**src/rtl/uart_ctrl_pkg.sv**
```systemverilog
// rtl/uart_ctrl_pkg.sv - shared types and constants for the UART control path
package uart_ctrl_pkg;

  localparam int BYTE_W = 8;

  // Baud prescale shared by the transmitter and the RX block.
  localparam int CLK_HZ   = 50_000_000;
  localparam int BAUD     = 115_200;
  localparam int BAUD_DIV = (CLK_HZ + BAUD / 2) / BAUD;

  typedef enum logic [1:0] {
    ST_ARB  = 2'd0,
    ST_LOAD = 2'd1,
    ST_WAIT = 2'd2
  } state_t;

endpackage

```
**src/rtl/rr_arbiter.sv**
```systemverilog
// rtl/rr_arbiter.sv - combinational round-robin pick: first request at or after the pointer
module rr_arbiter #(
  parameter int N_REQ = 4,
  localparam int PTR_W = $clog2(N_REQ)
) (
  input  logic [N_REQ-1:0] i_req,
  input  logic [PTR_W-1:0] i_ptr,
  output logic [N_REQ-1:0] o_gnt,
  output logic [PTR_W-1:0] o_gnt_idx
);

  logic [PTR_W:0]   w_sum;
  logic [PTR_W-1:0] w_idx;

  // Scan from the farthest slot back to the pointer so the nearest request wins.
  always_comb begin
    o_gnt     = '0;
    o_gnt_idx = '0;
    w_sum     = '0;
    w_idx     = '0;
    for (int k = N_REQ - 1; k >= 0; k--) begin
      w_sum = {1'b0, i_ptr} + (PTR_W + 1)'(k);
      if (w_sum >= (PTR_W + 1)'(N_REQ)) begin
        w_sum = w_sum - (PTR_W + 1)'(N_REQ);
      end
      w_idx = w_sum[PTR_W-1:0];
      if (i_req[w_idx]) begin
        o_gnt        = '0;
        o_gnt[w_idx] = 1'b1;
        o_gnt_idx    = w_idx;
      end
    end
  end

endmodule

```
**src/rtl/uart_tx_arbiter.sv**
```systemverilog
// rtl/uart_tx_arbiter.sv - packet-granular round-robin sharing of one 8N1 UART transmitter
module uart_tx_arbiter
  import uart_ctrl_pkg::*;
#(
  parameter int N_REQ   = 4,
  parameter int TIMEOUT = 15
) (
  input  logic                    i_clk,
  input  logic                    i_rst,
  input  logic [N_REQ-1:0]        i_req,
  input  logic [BYTE_W*N_REQ-1:0] i_req_data,
  input  logic [N_REQ-1:0]        i_req_last,
  output logic [N_REQ-1:0]        o_ack,
  output logic [N_REQ-1:0]        o_grant,
  output logic                    o_tx_start,
  output logic [BYTE_W-1:0]       o_tx_data,
  input  logic                    i_tx_busy,
  output logic                    o_err
);

  localparam int PTR_W = $clog2(N_REQ);
  localparam int CNT_W = $clog2(TIMEOUT + 1);
  localparam logic [CNT_W-1:0] CNT_LAST = CNT_W'(TIMEOUT - 1);
  localparam logic [CNT_W-1:0] CNT_MAX  = CNT_W'(TIMEOUT);

  state_t           r_state;
  logic [PTR_W-1:0] r_ptr;
  logic [PTR_W-1:0] r_owner;
  logic             r_last;
  logic [CNT_W-1:0] r_cnt;

  logic [N_REQ-1:0]  w_arb_gnt;
  logic [PTR_W-1:0]  w_arb_idx;
  logic [PTR_W-1:0]  w_next_ptr;
  logic [BYTE_W-1:0] w_arb_byte;
  logic [BYTE_W-1:0] w_owner_byte;
  logic [CNT_W-1:0]  w_cnt_inc;

  rr_arbiter #(.N_REQ(N_REQ)) u_rr (
    .i_req     (i_req),
    .i_ptr     (r_ptr),
    .o_gnt     (w_arb_gnt),
    .o_gnt_idx (w_arb_idx)
  );

  assign w_arb_byte   = i_req_data[BYTE_W*w_arb_idx +: BYTE_W];
  assign w_owner_byte = i_req_data[BYTE_W*r_owner +: BYTE_W];
  assign w_next_ptr   = (r_owner == PTR_W'(N_REQ - 1)) ? '0 : r_owner + PTR_W'(1);
  assign w_cnt_inc    = (r_cnt == CNT_MAX) ? r_cnt : r_cnt + CNT_W'(1);

  // Release (normal or aborted) always advances the pointer past the owner.
  always_ff @(posedge i_clk) begin
    if (i_rst) begin
      r_state    <= ST_ARB;
      r_ptr      <= '0;
      r_owner    <= '0;
      r_last     <= 1'b0;
      r_cnt      <= '0;
      o_ack      <= '0;
      o_grant    <= '0;
      o_tx_start <= 1'b0;
      o_tx_data  <= '0;
      o_err      <= 1'b0;
    end else begin
      o_ack <= '0;
      o_err <= 1'b0;
      case (r_state)
        ST_ARB: begin
          if (!i_tx_busy && |i_req) begin
            r_owner    <= w_arb_idx;
            o_grant    <= w_arb_gnt;
            o_tx_data  <= w_arb_byte;
            o_tx_start <= 1'b1;
            r_cnt      <= '0;
            r_state    <= ST_LOAD;
          end
        end
        ST_LOAD: begin
          if (i_tx_busy) begin
            o_tx_start <= 1'b0;
            o_ack      <= o_grant;
            r_last     <= i_req_last[r_owner];
            r_cnt      <= '0;
            r_state    <= ST_WAIT;
          end else if (r_cnt == CNT_LAST) begin
            o_tx_start <= 1'b0;
            o_err      <= 1'b1;
            o_grant    <= '0;
            r_ptr      <= w_next_ptr;
            r_cnt      <= '0;
            r_state    <= ST_ARB;
          end else begin
            r_cnt <= w_cnt_inc;
          end
        end
        ST_WAIT: begin
          if (i_tx_busy) begin
            r_cnt <= '0;
          end else if (r_last) begin
            o_grant <= '0;
            r_ptr   <= w_next_ptr;
            r_cnt   <= '0;
            r_state <= ST_ARB;
          end else if (i_req[r_owner]) begin
            o_tx_data  <= w_owner_byte;
            o_tx_start <= 1'b1;
            r_cnt      <= '0;
            r_state    <= ST_LOAD;
          end else if (r_cnt == CNT_LAST) begin
            o_err   <= 1'b1;
            o_grant <= '0;
            r_ptr   <= w_next_ptr;
            r_cnt   <= '0;
            r_state <= ST_ARB;
          end else begin
            r_cnt <= w_cnt_inc;
          end
        end
        default: r_state <= ST_ARB;
      endcase
    end
  end

endmodule
```
**config.mk**
```make
export PLATFORM = sky130hd
export DESIGN_NAME = uart_tx_arbiter
export DESIGN_NICKNAME = d
export VERILOG_FILES = /design/src/rtl/uart_ctrl_pkg.sv /design/src/rtl/rr_arbiter.sv /design/src/rtl/uart_tx_arbiter.sv
export SDC_FILE = /design/constraint.sdc
export NUM_CORES = 1
export LEC_CHECK = 0
export ABC_AREA = 0
export ABC_CLOCK_PERIOD_IN_PS = 4900
export CAP_MARGIN = 5
export CORE_MARGIN = 2
export CORE_UTILIZATION = 50
export CTS_BUF_LIST = sky130_fd_sc_hd__clkbuf_4 sky130_fd_sc_hd__clkbuf_8
export DETAILED_ROUTE_END_ITERATION = 8
export GPL_ROUTABILITY_DRIVEN = 0
export PLACE_DENSITY = 0.82
export SYNTH_ARGS = -nofsm -noshare
export SYNTH_HDL_FRONTEND = slang
export SYNTH_HIERARCHICAL = 1
export SYNTH_SLANG_ARGS = --single-unit
```
**constraint.sdc**
```tcl
create_clock -name i_clk -period 4.9 [get_ports i_clk]
set_input_delay 1.225 -clock i_clk [delete_from_list [all_inputs] [get_ports i_clk]]
set_output_delay 1.225 -clock i_clk [all_outputs]
set_load 0.01 [all_outputs]
```
==> results.cfg, run 1 <==
[status]
status = finished, final reports clean

[place]
port_buffers = 60
hpwlAfterDp_um = 4200
dp_slack_ns = 0.641

[sta]
slew_violations = 0
relSlewSlack_pct = 37.3
tns_ns = 0
setup_ws_ns = 0.923
tightest_slew_ns = 0.938
min_period_ns = 3.98
layout_worst_path_cycle_share_pct = 81.2
skew_ns = 0.00462
grt_setup_unrepaired = false
max_freq_ghz = 0.251
setup_viol = 0
final_hold_viol_count = 0
whs_ns = 0.480

[floorplanning]
die_h_um = 71.5
std_cell_rows = 24
die_area_mm2 = 0.00511
core_mm2 = 0.00438
die_width_um = 71.5
io_pins = 61
initial_core_util_pct = 51.9

[synthesis]
synth_flop_cell = dfxtp_1
synth_edf_count = 0
ys_async_sr_fraction_pct = 0
synth-seq-cells = 29
synthCells = 238
synth_nets = 296
ys_seq_area_share_pct = 25.5
synth.distinct_cells = 61
synth_area_per_cell_um2 = 9.56
yosysWarnings = 6
syn-cell-area_mm2 = 0.00228

[min_path]
holdPathStages = 2
min_path_type = reg -> reg

[global_routing]
grt_overflow = 0
antenna_found_initial = 0
grt_pass1_vias = 2028
grt_max_degree = 27
grt_pass1_wl_um = 9230
grtUsageTotal_pct = 22.3

[clock_network]
clk_path_buf_depth = 2
clock_latency_ns = 0.28
cts_root_buffer = clkbuf_8
htree_levels = 2
clk_pin_slew_ns = 0.06
cts_sinks = 29
cts_tree = built
numCtsBuffers = 5
cts_setup_buffers = 0
cts_hold_buf = 0
cts_resized = 0

[routing]
drtPass1Iterations = 4
routedWlPerCell_um = 16.0
drc = 0
wirelength_um = 5590
drt-initial-drc-count = 172
ant_nets = 0
vias_per_cell = 6.20
via_count = 2157

[power]
power_density_mw_per_mm2 = 220
peakVddDrop_uv = 126
leakagePower_nw = 1.09

[finish]
multi_input_area_mm2 = 0.00159
register_area_um2 = 581
final_layout_size_suffix_gt1_share_pct = 8.45
final_core_util_pct = 67.8
fin_nets = 353
fill_cells = 353
areaGrowthSynthToFinish_pct = 30.5
antenna_cells = 0

[critical_path]
end_kind = flip-flop
reg2reg_depth = 10
crit_arrival_ns = 4.10
worstPathCellList = clkdlybuf4s50_1 > mux2_2 > mux2i_1 > buf_4 > a21boi_0 > o22ai_1 > mux2i_4 > mux4_1 > or3b_1 > a21oi_2
path_class = in -> reg
required_ns = 5.02
path_max_fanout = 10
slowest_stage = mux4_1
slowest_delay_ns = 0.60
start_kind = primary input

[flow_run]
cap_viol_max_count = 0
==> cell usage after synthesis, drive strengths merged (3+ instances only) <==
cell type | instances | share of area [%]
a31oi | 5 | 1.4
mux4 | 12 | 13
nor4 | 4 | 1.8
and2 | 4 | 1.1
mux2i | 8 | 4.2
nand3b | 9 | 3.0
a22oi | 3 | 0.99
nand4 | 6 | 1.6
inv | 12 | 2.0
nor2 | 9 | 1.5
nand2 | 10 | 1.6
ha | 15 | 8.2
o21ai | 12 | 2.6
o22ai | 3 | 0.82
and3 | 6 | 1.7
clkbuf | 7 | 1.2
o21a | 3 | 0.99
a211oi | 3 | 0.99
nor2b | 4 | 1.1
or3b | 3 | 1.2
mux2 | 3 | 1.5
nand3 | 8 | 1.8
o32ai | 3 | 1.2
a22o | 4 | 1.5
dfxtp | 29 | 26
a21o | 3 | 0.99
a21oi | 19 | 4.8
buf | 4 | 1.7
==> logic make-up (layout without fill, tap and decap cells) <==
kind of cell    Yosys count  in the layout  synth area share [%]
mux                      23             23                  19.1
simple gates             75             75                  20.2
compound gates           73             73                  22.1
flops                    29             29                  25.5
buf+inv                  23             81                  4.84
fa+ha+maj                15             15                  8.25
==> worst max-delay path: cells and delay by family <==
kind            cells  cell delay, ns
mux                 4            1.55
compound gates      3            0.38
buf+inv             2            0.76
simple gates        1            0.19
==> layout by cell type, fill, tap and decap left out, types with 3 or more instances in the layout <==
cell type	count
a211oi_1	3
a21o_1	3
a21oi_1	17
a22o_1	4
a22oi_1	3
a31oi_1	5
and2_1	4
and3_1	5
clkbuf_8	5
clkdlybuf4s50_1	60
dfxtp_1	29
ha_1	15
inv_1	12
mux2i_1	6
mux4_1	9
mux4_2	3
nand2_1	10
nand3_1	8
nand3b_1	9
nand4_1	6
nor2_1	9
nor2b_1	4
nor4_1	3
o21a_1	3
o21ai_0	8
o21ai_1	4
o22ai_1	3
o32ai_1	3
==> where the power goes <==
group | total (mW) | switching [mW] | internal [mW]
combinational | 0.200 | 0.0939 | 0.106
clock | 0.191 | 0.0869 | 0.104
sequential | 0.263 | 0.0119 | 0.252
total | 0.654 | 0.193 | 0.461
==> final timing paths <==
path / slack, ns / from / to
max: 0.92 / i_req[1] / o_tx_data[3]
min: 0.48 / o_tx_data[2] / o_tx_data[2]
max reg2reg: 1.66 / r_ptr[0] / o_tx_data[3]
min reg2reg: 0.48 / o_tx_data[2] / o_tx_data[2]
==> flip-flops by register name (all words and copies together) (netlist names) <==
register and count:
o_tx_data 8, o_ack 4, o_grant 4, r_cnt 4, r_owner 2, r_ptr 2, r_state 2, o_err 1
o_tx_start 1, r_last 1
==> layout make-up <==
class	count	area share (%)
sequential	29	19.5
tap	52	2.19
multi-input combinational	186	53.4
clock inverter	2	0.337
clock buffer	6	2.57
inverter	12	1.52
timing repair buffer	61	20.5
==> metrics by stage <==
step	cell area, um^2	cells	power (mW)
6_report	2970	348	0.654
5_1_grt	2970	348	0.688
4_1_cts	2970	348	0.659
3_5_place_dp	2880	340	0.467
3_3_place_gp	2880	340	0.463
2_1_floorplan	2280	238	0.382
==> per-layer routing <==
| metal | global-route usage, % | vias to the layer above | share of wire, % |
|---|---|---|---|
| met1 | 30.0 | 1023 | 45 |
| met2 | 36.8 | 84 | 48 |
| met3 | 3.52 | 7 | 5.9 |
| li1 | - | 1043 | - |
| met5 | 0 | - | 0 |
| met4 | 7.34 | 0 | 1.7 |
Note: power is estimated with default switching activity, not from simulation.
==> inputs of run 2 (changes only) <==
Settings changed: ABC_CLOCK_PERIOD_IN_PS 4900 to 4000.
Clock period 4.9 ns to 4 ns, I/O delays scaled along.
==> results.cfg, run 2 (synthesis gave the netlist of run 1 again) <==
[status]
status = finished, final reports clean

[floorplanning]
core_mm2 = 0.00438
io_pins = 61
initial_core_util_pct = 51.9
die_h_um = 71.5
die_area_mm2 = 0.00511
die_width_um = 71.5
std_cell_rows = 24

[min_path]
holdPathStages = 1
min_path_type = reg -> reg

[clock_network]
numCtsBuffers = 5
clk_pin_slew_ns = 0.06
cts_resized = 0
cts_setup_buffers = 0
clk_path_buf_depth = 2
cts_tree = built
cts_root_buffer = clkbuf_8
clock_latency_ns = 0.28
cts_sinks = 29
cts_hold_buf = 0
htree_levels = 2

[finish]
fin_nets = 359
antenna_cells = 0
final_cell_mix = clkdlybuf4s50_1, dfxtp_1, a21oi_1
largest_register = o_tx_data
largest_reg_flops = 8
areaGrowthSynthToFinish_pct = 33.2
final_layout_size_suffix_gt1_share_pct = 10.3
layout_commonest_cell = clkdlybuf4s50_1

[critical_path]
reg2reg_depth = 11
r2r_setup_slack_ns = 0.76
path_class = in -> reg
required_ns = 4.17
crit_arrival_ns = 3.63
start_kind = primary input
path_max_fanout = 7
end_kind = flip-flop

[global_routing]
grtUsageTotal_pct = 23.7
antenna_found_initial = 0
grt_pass1_vias = 2147
grt_overflow = 0
grt_pass1_wl_um = 9720
grt_max_degree = 17

[routing]
via_count = 2214
vias_per_cell = 6.25
drtPass1Iterations = 4
ant_nets = 0
drt-initial-drc-count = 133
drc = 0
routedWlPerCell_um = 16.8
wirelength_um = 5940

[sta]
tns_ns = 0
min_period_ns = 3.45
final_hold_viol_count = 0
max_freq_ghz = 0.290
setup_viol = 0
slew_violations = 0
tightest_slew_ns = 0.642
grt_setup_unrepaired = false
skew_ns = 0.00578
relSlewSlack_pct = 57.1
layout_worst_path_cycle_share_pct = 86.3

[power]
total_power_mw = 0.843
power_density_mw_per_mm2 = 278
leakagePower_nw = 1.13
peakVddDrop_uv = 161

[flow_run]
cap_viol_max_count = 0

[place]
port_buffers = 60
hpwlAfterDp_um = 4490
-- run 2: worst paths after layout --
path,startpoint,to
setup / recovery,i_req[1],o_tx_data[7]
hold / removal,o_grant[0],o_ack[0]
setup reg to reg,r_ptr[0],o_tx_data[7]
hold reg to reg,o_grant[0],o_ack[0]
-- run 2: cell type report --
class                      instances  area (um^2)
sequential                        29          581
timing repair buffer              67          653
multi-input combinational        186         1590
clock buffer                       7         96.3
inverter                          12         45.0
fill                             345         1350
clock inverter                     1         5.00
tap                               52         65.1
-- run 2: through the flow --
step / setup WS [ns] / instances / util (%) / instance area, um^2 / hold WS, ns
CTS: 0.571 / 354 / 69.1 / 3030 / 0.492
floorplan: 0.753 / 238 / - / 2280 / 0.467
finish: 0.547 / 354 / 69.1 / 3030 / 0.491
global placement: 0.373 / 346 / 66.8 / 2930 / 0.468
global route: 0.400 / 354 / 69.1 / 3030 / 0.515
detailed placement: 0.272 / 346 / 66.8 / 2930 / 0.476
-- run 2: report_power, final --
group          switching (mW)  total (mW)  internal [mW]
Clock                   0.112       0.267          0.155
Sequential             0.0151       0.323          0.308
Combinational           0.118       0.253          0.134
Total                   0.246       0.843          0.598
-- run 2: routing by layer --
metal	vias up	GRT usage (%)	routed length, um
li1	1063	-	-
met4	0	10.1	81
met3	8	3.94	386
met1	1043	29.9	2530
met2	100	40.2	2940
met5	-	0	0
-- run 2: critical path: stages --
cell             delay, ns
clkdlybuf4s50_1       0.48
mux2_2                0.35
mux2i_1               0.26
a21boi_0              0.21
o22ai_1               0.16
mux2i_4               0.21
buf_4                 0.19
mux4_1                0.59
nand3b_1              0.11
a21oi_1               0.07
==> inputs of run 3 (changes only) <==
Settings changed: CTS_BUF_LIST sky130_fd_sc_hd__clkbuf_4 sky130_fd_sc_hd__clkbuf_8 to sky130_fd_sc_hd__clkbuf_2 sky130_fd_sc_hd__clkbuf_4 sky130_fd_sc_hd__clkbuf_8.
==> results of run 3 <==
Same layout as run 2: the final DEF is identical, and so are final timing and power.
